`src/rtl/ternary_nn_pkg.sv`:
```
// Shared definitions for the ternary neuron: weight-pair layout, FSM states
// and the width helpers used to size the datapath from N_IN and N_BEATS.
package ternary_nn_pkg;

  // Bit positions inside one 2-bit weight pair {sign, zero}
  localparam int ZERO_BIT = 0;
  localparam int SIGN_BIT = 1;
  localparam int PAIR_W   = 2;

  // Neuron sequencing: accumulate beats, then present one result
  typedef enum logic [0:0] {
    ACC = 1'b0,
    OUT = 1'b1
  } neuron_state_e;

  // Signed width holding +/- n_in*n_beats without overflow
  function automatic int acc_width(input int n_in, input int n_beats);
    return $clog2(n_in * n_beats) + 2;
  endfunction

  // Signed width holding one beat's dot product (+/- n_in)
  function automatic int dot_width(input int n_in);
    return $clog2(n_in) + 2;
  endfunction

endpackage

```
`src/rtl/ternary_dot.sv`:
```
// Combinational single-beat ternary dot product: N_IN binary activations
// against N_IN {sign, zero} weight pairs, summed into a signed result.
module ternary_dot
  import ternary_nn_pkg::*;
#(
  parameter int N_IN  = 8,
  parameter int DOT_W = dot_width(N_IN)
) (
  input  logic [N_IN-1:0]        x,
  input  logic [PAIR_W*N_IN-1:0] w,
  output logic signed [DOT_W-1:0] dot
);

  localparam logic signed [DOT_W-1:0] ONE = DOT_W'(1);

  logic signed [DOT_W-1:0] sum_v;

  // Each lane contributes +1, -1 or 0; an idle activation or a zero weight contributes nothing
  always_comb begin
    sum_v = '0;
    for (int i = 0; i < N_IN; i++) begin
      if (x[i] && !w[PAIR_W*i + ZERO_BIT]) begin
        if (w[PAIR_W*i + SIGN_BIT]) begin
          sum_v = sum_v - ONE;
        end else begin
          sum_v = sum_v + ONE;
        end
      end
    end
    dot = sum_v;
  end

endmodule

```
`src/rtl/ternary_neuron_seq.sv`:
```
// Sequential ternary neuron: bit-serial weight loading, N_BEATS accumulated
// beats of N_IN synapses, optional ReLU, threshold compare and a
// valid/ready result port.
module ternary_neuron_seq
  import ternary_nn_pkg::*;
#(
  parameter int N_IN    = 8,
  parameter int N_BEATS = 4,
  parameter int RELU    = 0,
  parameter int ACC_W   = acc_width(N_IN, N_BEATS)
) (
  input  logic                    clk,
  input  logic                    rst,
  input  logic                    wt_load_en,
  input  logic                    wt_bit,
  output logic                    wt_ready,
  input  logic                    in_valid,
  output logic                    in_ready,
  input  logic [N_IN-1:0]         x,
  input  logic signed [ACC_W-1:0] threshold,
  output logic                    out_valid,
  input  logic                    out_ready,
  output logic signed [ACC_W-1:0] out_sum,
  output logic                    out_act
);

  localparam int SLICE_W = PAIR_W * N_IN;
  localparam int W_BITS  = SLICE_W * N_BEATS;
  localparam int DOT_W   = dot_width(N_IN);
  localparam int BEAT_W  = (N_BEATS > 1) ? $clog2(N_BEATS) : 1;
  localparam int CNT_W   = $clog2(W_BITS + 1);

  localparam logic [BEAT_W-1:0] LAST_BEAT = BEAT_W'(N_BEATS - 1);
  localparam logic [CNT_W-1:0]  WT_TOTAL  = CNT_W'(W_BITS);

  neuron_state_e            state;
  logic [W_BITS-1:0]        w_reg;
  logic [CNT_W-1:0]         wt_cnt;
  logic [BEAT_W-1:0]        beat_cnt;
  logic signed [ACC_W-1:0]  acc;
  logic [SLICE_W-1:0]       slice;
  logic signed [DOT_W-1:0]  dot;
  logic signed [ACC_W-1:0]  beat_sum;
  logic signed [ACC_W-1:0]  final_sum;
  logic                     wt_accept;
  logic                     beat_fire;

  // Loading is only allowed between results, before the first beat of a new sum
  always_comb begin
    wt_accept = wt_load_en && (state == ACC) && (beat_cnt == '0);
  end

  // A beat-0 load request blocks the input so the weights never change under a sum
  always_comb begin
    in_ready  = wt_ready && (state == ACC) && !((beat_cnt == '0) && wt_load_en);
    beat_fire = in_valid && in_ready;
  end

  // Serial weight shifter; holds no reset value because a full reload is always required
  always_ff @(posedge clk) begin
    if (!rst && wt_accept) begin
      w_reg <= {w_reg[W_BITS-2:0], wt_bit};
    end
  end

  // Count loaded bits, saturate when full, and restart on a reload of a ready register
  always_ff @(posedge clk) begin
    if (rst) begin
      wt_cnt   <= '0;
      wt_ready <= 1'b0;
    end else if (wt_accept) begin
      if (wt_ready) begin
        wt_cnt   <= CNT_W'(1);
        wt_ready <= 1'b0;
      end else begin
        wt_cnt   <= wt_cnt + CNT_W'(1);
        wt_ready <= (wt_cnt == WT_TOTAL - CNT_W'(1));
      end
    end
  end

  // Pick the weight slice belonging to the current beat
  always_comb begin
    slice = w_reg[int'(beat_cnt)*SLICE_W +: SLICE_W];
  end

  ternary_dot #(
    .N_IN  (N_IN),
    .DOT_W (DOT_W)
  ) u_dot (
    .x   (x),
    .w   (slice),
    .dot (dot)
  );

  // Running sum including this beat, and its ReLU-clamped form for the last beat
  always_comb begin
    beat_sum  = acc + ACC_W'(dot);
    final_sum = beat_sum;
    if ((RELU != 0) && beat_sum[ACC_W-1]) begin
      final_sum = '0;
    end
  end

  // Accumulate beats, then hold the registered result until the consumer takes it
  always_ff @(posedge clk) begin
    if (rst) begin
      state     <= ACC;
      acc       <= '0;
      beat_cnt  <= '0;
      out_valid <= 1'b0;
      out_sum   <= '0;
      out_act   <= 1'b0;
    end else begin
      case (state)
        ACC: begin
          if (beat_fire) begin
            if (beat_cnt == LAST_BEAT) begin
              out_sum   <= final_sum;
              out_act   <= (final_sum > threshold);
              out_valid <= 1'b1;
              state     <= OUT;
              acc       <= '0;
              beat_cnt  <= '0;
            end else begin
              acc      <= beat_sum;
              beat_cnt <= beat_cnt + BEAT_W'(1);
            end
          end
        end
        OUT: begin
          if (out_ready) begin
            out_valid <= 1'b0;
            state     <= ACC;
          end
        end
        default: begin
          state     <= ACC;
          out_valid <= 1'b0;
        end
      endcase
    end
  end

endmodule
```
`config.mk`:
```
export PLATFORM = sky130hd
export DESIGN_NAME = ternary_neuron_seq
export DESIGN_NICKNAME = d
export VERILOG_FILES = /design/src/rtl/ternary_nn_pkg.sv /design/src/rtl/ternary_dot.sv /design/src/rtl/ternary_neuron_seq.sv
export SDC_FILE = /design/constraint.sdc
export NUM_CORES = 1
export LEC_CHECK = 0
export ABC_CLOCK_PERIOD_IN_PS = 20200
export BUFFER_PORTS_ARGS = -buffer_cell sky130_fd_sc_hd__buf_2
export CORE_MARGIN = 8
export CORE_UTILIZATION = 38
export CTS_CLUSTER_SIZE = 40
export DETAILED_ROUTE_END_ITERATION = 16
export HOLD_SLACK_MARGIN = 0.12
export PLACE_DENSITY_LB_ADDON = 0.25
export SLEW_MARGIN = 25
export SYNTH_ARGS = -nofsm -noshare
export SYNTH_HDL_FRONTEND = slang
export SYNTH_SLANG_ARGS = --single-unit
```
`constraint.sdc`:
```
create_clock -name clk -period 20.2 [get_ports clk]
set_input_delay 1.01 -clock clk [delete_from_list [all_inputs] [get_ports clk]]
set_output_delay 1.01 -clock clk [all_outputs]
set_load 0.005 [all_outputs]
```
# Word level (Yosys, flattened, before mapping)
# Cells that the tools add are included.
[totals] register_bits=91 input_bits=21 out_inout_bits=11 wordCells=91
[classes] addsub=17 n_lt_le_gt_ge=1 n_eq_ne=5 shift=1 n_mux=28 bitwise_logic=1 n_reduce_logical=29
[op_table] operator="two-way mux 5 bit" count=16
[op_table] operator="variable part select 64 x 7 -> 16 bit" count=1
[op_table] operator="adder 5 x 2 -> 5 bit, second input constant" count=7
[op_table] operator="subtractor 5 x 2 -> 5 bit, second input constant" count=7
[op_table] operator="logical AND 1 bit" count=15
[op_table] operator="two-way mux 7 bit" count=2
[op_table] operator="zero test 1 bit" count=10
[op_table] operator="adder 7 x 1 -> 7 bit, second input constant" count=1
[op_table] operator="adder 7 x 5 -> 7 bit" count=1
[op_table] operator="== test 7 x 6 -> 1 bit, second input constant" count=1
[op_table] operator="greater-than comparator 7 bit" count=1
[op_table] operator="two-way mux 1 bit" count=7
[op_table] operator="AND reduction 3 bit" count=2
[op_table] operator="inequality test 2 bit, second input constant" count=2
[op_table] operator="case mux 1 bit (2 select lines)" count=2
[op_table] operator="adder 2 x 1 -> 2 bit, second input constant" count=1
[op_table] operator="== test 2 bit, second input constant" count=1
[op_table] operator="zero test 2 bit" count=1
[op_table] operator="two-way mux 2 bit" count=1
[op_table] operator="inequality test 2 x 1 -> 1 bit, second input constant" count=1
[op_table] operator="AND reduction 2 bit" count=1
[op_table] operator="NOT 1 bit" count=1

# Logic depth before layout (Yosys ltp)
[depth] depth_word=27 mapped_depth=54 depth_no_buf=52

# Cells and area by module
# A second synthesis with hierarchy kept.
[hier_totals] hier_cells=438 area_unflattened_um2=5225.0
[modules_own_cells] module="ternary_neuron_seq" n_inst=1 cells_each=272 area_per_inst_um2=3844.9 seq_area_each_um2=2462.4
[modules_own_cells] module="ternary_dot" n_inst=1 cells_each=166 area_per_inst_um2=1380.1 seq_area_each_um2=0.0

# Worst setup path before layout
# OpenSTA, ideal clock, no wires.
[synth_timing] path_kind="input to register" start="input port x[0]" end="register out_act" setup_ns=0.121 arrival_ns=10.520 setup_slack_ns=9.560 cell_stages=50 path_buffers=0 path_cell_list="nand2_1 -> o22ai_2 -> nand3_1 -> fa_1 -> and2_1 -> nor2_1 -> fa_1 -> fa_1 -> nand2_1 -> a21boi_0 -> ha_1 -> a21oi_1 -> nor2_1 -> o21ai_0 -> o21ai_0 -> or3b_1 -> or2_2 -> ha_1 -> (+14 left out) -> ha_1 -> o21ai_0 -> and3_1 -> nor3_1 -> xnor2_1 -> xnor2_1 -> xnor2_1 -> ha_1 -> a21boi_0 -> o21a_1 -> nor2_1 -> xnor2_1 -> xnor3_1 -> ha_1 -> a211oi_1 -> a31oi_1 -> a211oi_1 -> nor3_1"
[synth_between] elab_chain_len=25
[synth_rtl] element="start: declaration" line_no="ternary_neuron_seq.sv:19" source="input logic [N_IN-1:0] x,"
[synth_rtl] element="logical AND 1 bit (*)" line_no="ternary_dot.sv:22" source="if (x[i] && !w[PAIR_W*i + ZERO_BIT]) begin"
[synth_rtl] element="two-way mux 5 bit (*)" line_no="ternary_dot.sv:22"
[synth_rtl] element="adder 5 x 2 -> 5 bit or subtractor 5 x 2 -> 5 bit (tied branches)" line_no="ternary_dot.sv:26, ternary_dot.sv:24"
[synth_rtl] element="two-way mux 5 bit" line_no="ternary_dot.sv:23" source="if (w[PAIR_W*i + SIGN_BIT]) begin"
[synth_rtl] element="two-way mux 5 bit (*)" line_no="ternary_dot.sv:22"
[synth_rtl] element="adder 5 x 2 -> 5 bit or subtractor 5 x 2 -> 5 bit (tied branches)" line_no="ternary_dot.sv:26, ternary_dot.sv:24"
[synth_rtl] element="two-way mux 5 bit" line_no="ternary_dot.sv:23"
[synth_rtl] element="two-way mux 5 bit (*)" line_no="ternary_dot.sv:22"
[synth_rtl] element="(+10 left out)"
[synth_rtl] element="two-way mux 5 bit" line_no="ternary_dot.sv:23"
[synth_rtl] element="two-way mux 5 bit (*)" line_no="ternary_dot.sv:22"
[synth_rtl] element="adder 5 x 2 -> 5 bit or subtractor 5 x 2 -> 5 bit (tied branches)" line_no="ternary_dot.sv:26, ternary_dot.sv:24"
[synth_rtl] element="two-way mux 5 bit" line_no="ternary_dot.sv:23"
[synth_rtl] element="two-way mux 5 bit (*)" line_no="ternary_dot.sv:22"
[synth_rtl] element="adder 7 x 5 -> 7 bit (*)" line_no="ternary_neuron_seq.sv:98" source="beat_sum = acc + ACC_W'(dot);"
[synth_rtl] element="net beat_sum[6]" line_no="ternary_neuron_seq.sv:43" source="logic signed [ACC_W-1:0] beat_sum;"
[synth_rtl] element="greater-than comparator 7 bit (*)" line_no="ternary_neuron_seq.sv:120" source="out_act <= (final_sum > threshold);"
[synth_rtl] element="end signal: assignment" line_no="ternary_neuron_seq.sv:120"
[synth_rtl] element="end: declaration" line_no="ternary_neuron_seq.sv:24" source="output logic out_act"
# The timed path passes the listed nets; every way through them passes the cells marked *.
# A chain may end at the register's enable or synchronous reset.

# Final worst setup path
[layout_timing] start="register beat_cnt[0]" end="register out_act"
[layout_between] elab_chain_len=27
[layout_rtl] element="start: declaration" line_no="ternary_neuron_seq.sv:39" source="logic [BEAT_W-1:0] beat_cnt;"
[layout_rtl] element="start signal: assignment" line_no="ternary_neuron_seq.sv:127" source="beat_cnt <= beat_cnt + BEAT_W'(1);"
[layout_rtl] element="variable part select 64 x 7 -> 16 bit (*)" line_no="ternary_neuron_seq.sv:84" source="slice = w_reg[int'(beat_cnt)*SLICE_W +: SLICE_W];"
[layout_rtl] element="zero test 1 bit" line_no="ternary_dot.sv:22"
[layout_rtl] element="logical AND 1 bit" line_no="ternary_dot.sv:22"
[layout_rtl] element="two-way mux 5 bit" line_no="ternary_dot.sv:22"
[layout_rtl] element="adder 5 x 2 -> 5 bit or subtractor 5 x 2 -> 5 bit (tied branches)" line_no="ternary_dot.sv:26, ternary_dot.sv:24"
[layout_rtl] element="two-way mux 5 bit" line_no="ternary_dot.sv:23"
[layout_rtl] element="two-way mux 5 bit" line_no="ternary_dot.sv:22"
[layout_rtl] element="adder 5 x 2 -> 5 bit or subtractor 5 x 2 -> 5 bit (tied branches)" line_no="ternary_dot.sv:26, ternary_dot.sv:24"
[layout_rtl] element="(+12 left out)"
[layout_rtl] element="two-way mux 5 bit" line_no="ternary_dot.sv:23"
[layout_rtl] element="two-way mux 5 bit" line_no="ternary_dot.sv:22"
[layout_rtl] element="adder 5 x 2 -> 5 bit or subtractor 5 x 2 -> 5 bit (tied branches)" line_no="ternary_dot.sv:26, ternary_dot.sv:24"
[layout_rtl] element="two-way mux 5 bit" line_no="ternary_dot.sv:23"
[layout_rtl] element="two-way mux 5 bit (*)" line_no="ternary_dot.sv:22"
[layout_rtl] element="adder 7 x 5 -> 7 bit (*)" line_no="ternary_neuron_seq.sv:98"
[layout_rtl] element="net beat_sum[6]" line_no="ternary_neuron_seq.sv:43"
[layout_rtl] element="greater-than comparator 7 bit (*)" line_no="ternary_neuron_seq.sv:120"
# Marks and branches as above.

==> impl_results.md <==
* Post_cts resized at 0
* Worst Setup End Kind: register
* Clock transition at path regs at 60 ps
* Die width at 134 um
* GP Congestion at 0.816
* Cell-internal power at 0.000361 W
* Critical path class: register to register
* Root Driver: clkbuf_16
* First-pass GRT wire length at 17.4 mm
* Vias per inst at 5.21
* Initial antenna violation count at 0
* Final hold vios at 0
* Worst slew pin tran at 797 ps
* Global-route usage over all layers at 0.119
* Detailed Place HPWL at 7.66 mm
* Cells after DPL at 663
* R2r setup slk at 8130 ps
* Register-to-Register Path Depth at 52
* Switching Share at 0.277
* CTS tree: built
* Yosys top cell area share at 0.362
* Max cap viols at 0
* Via count at 3535
* Area Growth Syn to Fin at 12.1%
* Diode count at 0
* Top_reg_cell synth: edfxtp_1
* Peak VDD IR at 0.0000416 V
* IO Count at 32
* Clk_lat worst skew at 340 ps
* Commonest non-fill, non-tap cell in the layout: edfxtp_1
* Post-Route Skew at 4.56 ps
* Count of cell types in the netlist at 62
* Die outline area at 18000 um^2
* Initial core utilization at 0.385
* Mapped Nets at 524
* Fmax at 82.8 MHz
* # H-tree levels at 3
* Flops & latches, synth at 91
* Number of global-route vias before repair at 3396
* Startpoint Class: register
* Run status: completed
* Commonest non-fill, non-tap cells in the layout: 64 x edfxtp_1, 44 x nor2_1, 34 x nand2_1
* DRC viols at 0
* WP depth at 52
* Mapped Area at 5310 um^2
* Final Routed Wirelength at 10.5 mm
* Setup crit start: beat_cnt[0]
* P_sw at 0.000139 W
* Logic gate share of total power at 0.253
* Crit path buf inv count at 3
* Number of synthesized flops with an enable pin at 64
* # clock sinks at 91
* CP max FO at 14
* Layout cell share with drive strength beyond 1 at 0.168
* Synth top area cells: edfxtp_1 36%, dfxtp_1 10%, ha_1 7.8%, mux4_2 5.1%, fa_1 3.4%
* Grt ovf at 0
* Core Footprint at 13800 um^2
* RSZ-0062 raised after global routing: false
* Post-synth top area cell: edfxtp_1
* Cell count after synthesis at 461
* Reg power frac at 0.412
* Pwr dens at 84.0 nW/um^2
* Crit path time final at 12070 ps
* Pins over their slew limit at 0
* Clock share of power at 0.335
* Crit Reg-Reg Startpoint: beat_cnt[0]
* Port Buf Inserts at 31
* Leakage at 2.26 nW
* Post-CTS Setup Bufs at 0
* CTS Buffer Depth at 2
* First DRT Iteration DRCs at 303
* Tcrit/Tclk final at 0.598
* Asr flop ratio synth at 0
* Non-filler cells, final at 679
* CP required at 20410 ps
* Final setup viols at 0
* Drt wl/cell at 15.4 um
* Slowest stage cell, crit path: dfxtp_1
* Most used cell along the critical path: ha_1
* Critical Path AT at 12290 ps
* Slew HR at 0.468
* Reg2Reg Capture Point: out_act
* Antenna viol nets, final at 0
* Largest stage delay on the critical path at 610 ps
* Nets at 557
* Post-route setup TNS at 0 ps
* Worst Setup EP: out_act
* Worst hold path class: register to register
* Design Power at 0.000500 W
* Post-CTS Hold Buffers at 0
* Avg Cell Area, Syn at 11.5 um^2
* Max reg flops at 64
* DR pass1 iterations at 5
* Yosys Warn Count at 0
* Die Y at 134 um
* Largest net degree at the start of global routing at 65
* Seq/Total Area, Yosys at 0.464
* Site row count at 43
* Total CTS buffers at 9
* Top Family by Delay on Critical Path: adder cells
==> worst min-delay path by stage <==
stage / from / end / slack, ps / depth (start not counted)
CTS: w_reg[23] / w_reg[24] / 440 / 0
global route: w_reg[23] / w_reg[24] / 450 / 0
finish: w_reg[23] / w_reg[24] / 440 / 0
detailed placement: w_reg[23] / w_reg[24] / 430 / 0
floorplan: w_reg[23] / w_reg[24] / 420 / 0
global placement: w_reg[7] / w_reg[8] / 430 / 0
==> final cells by class <==
type                       count  area (um^2)
clock buffer                  12          246
clock inverter                 4         51.3
fill                        1295         7820
inverter                      31          116
multi-input combinational    327         2670
sequential                    91         2460
tap                          180          225
timing repair buffer          34          178
==> routing by layer <==
metal  vias up  GRT usage  share of wire
li1       1740          -              -
met1      1703      0.165           0.49
met2        83      0.180           0.46
met3         9     0.0273          0.035
met4         0     0.0381          0.012
met5         -          0              0
==> through the flow <==
stage / util / area, um^2 / hold slack [ps] / setup slack (ps)
after global routing: 0.432 / 5950 / 452 / 7130
final: 0.432 / 5950 / 441 / 8130
after global placement: 0.411 / 5660 / 427 / 8680
after floorplan: - / 5310 / 417 / 9560
after CTS: 0.432 / 5950 / 437 / 8240
after detailed placement: 0.411 / 5660 / 429 / 8310
==> cells by family (layout without fill, tap and decap cells) <==
kind of cell / Yosys count / count (layout) / synth area share
simple gates: 146 / 146 / 0.137
flops: 91 / 91 / 0.464
compound gates: 73 / 73 / 0.0943
buf+inv: 43 / 81 / 0.0335
fa+ha+maj: 42 / 42 / 0.112
xor+xnor: 35 / 35 / 0.0658
mux: 31 / 31 / 0.0936
==> cells in the mapped netlist, drive strengths merged, types with 3 or more instances <==
library cell,count
o21ai,10
xnor2,18
nor2b,7
nor2,44
nand3b,4
buf,7
a211oi,6
nor4,3
a21o,5
inv,31
edfxtp,64
mux2,13
o211ai,3
a21oi,25
clkbuf,5
mux2i,5
nand3,7
o21a,5
fa,9
nor3b,3
nand2,34
nor3,14
dfxtp,27
xor2,15
mux4,13
a22oi,3
nand2b,12
a31oi,4
ha,33
==> worst reg2reg max path: cells and delay by family, from the launching register on <==
family                   cells  cell delay, ps
adder cells (fa/ha/maj)      9            3000
AO/OA/AOI/OAI               16            2980
XOR/XNOR                     5            1060
AND/OR/NAND/NOR             16            2940
buffers and inverters        3             490
flip-flops                   1             610
multiplexers                 3             870
==> power by group through the flow <==
stage	Combinational, W	Sequential [W]	Clock, W
6_report	0.000126	0.000206	0.000168
5_1_grt	0.000144	0.000207	0.000180
4_1_cts	0.000127	0.000206	0.000172
3_5_place_dp	0.000126	0.000210	0
3_3_place_gp	0.000123	0.000210	0
2_1_floorplan	0.000101	0.000210	0
Power figures use the tool's default switching activity.
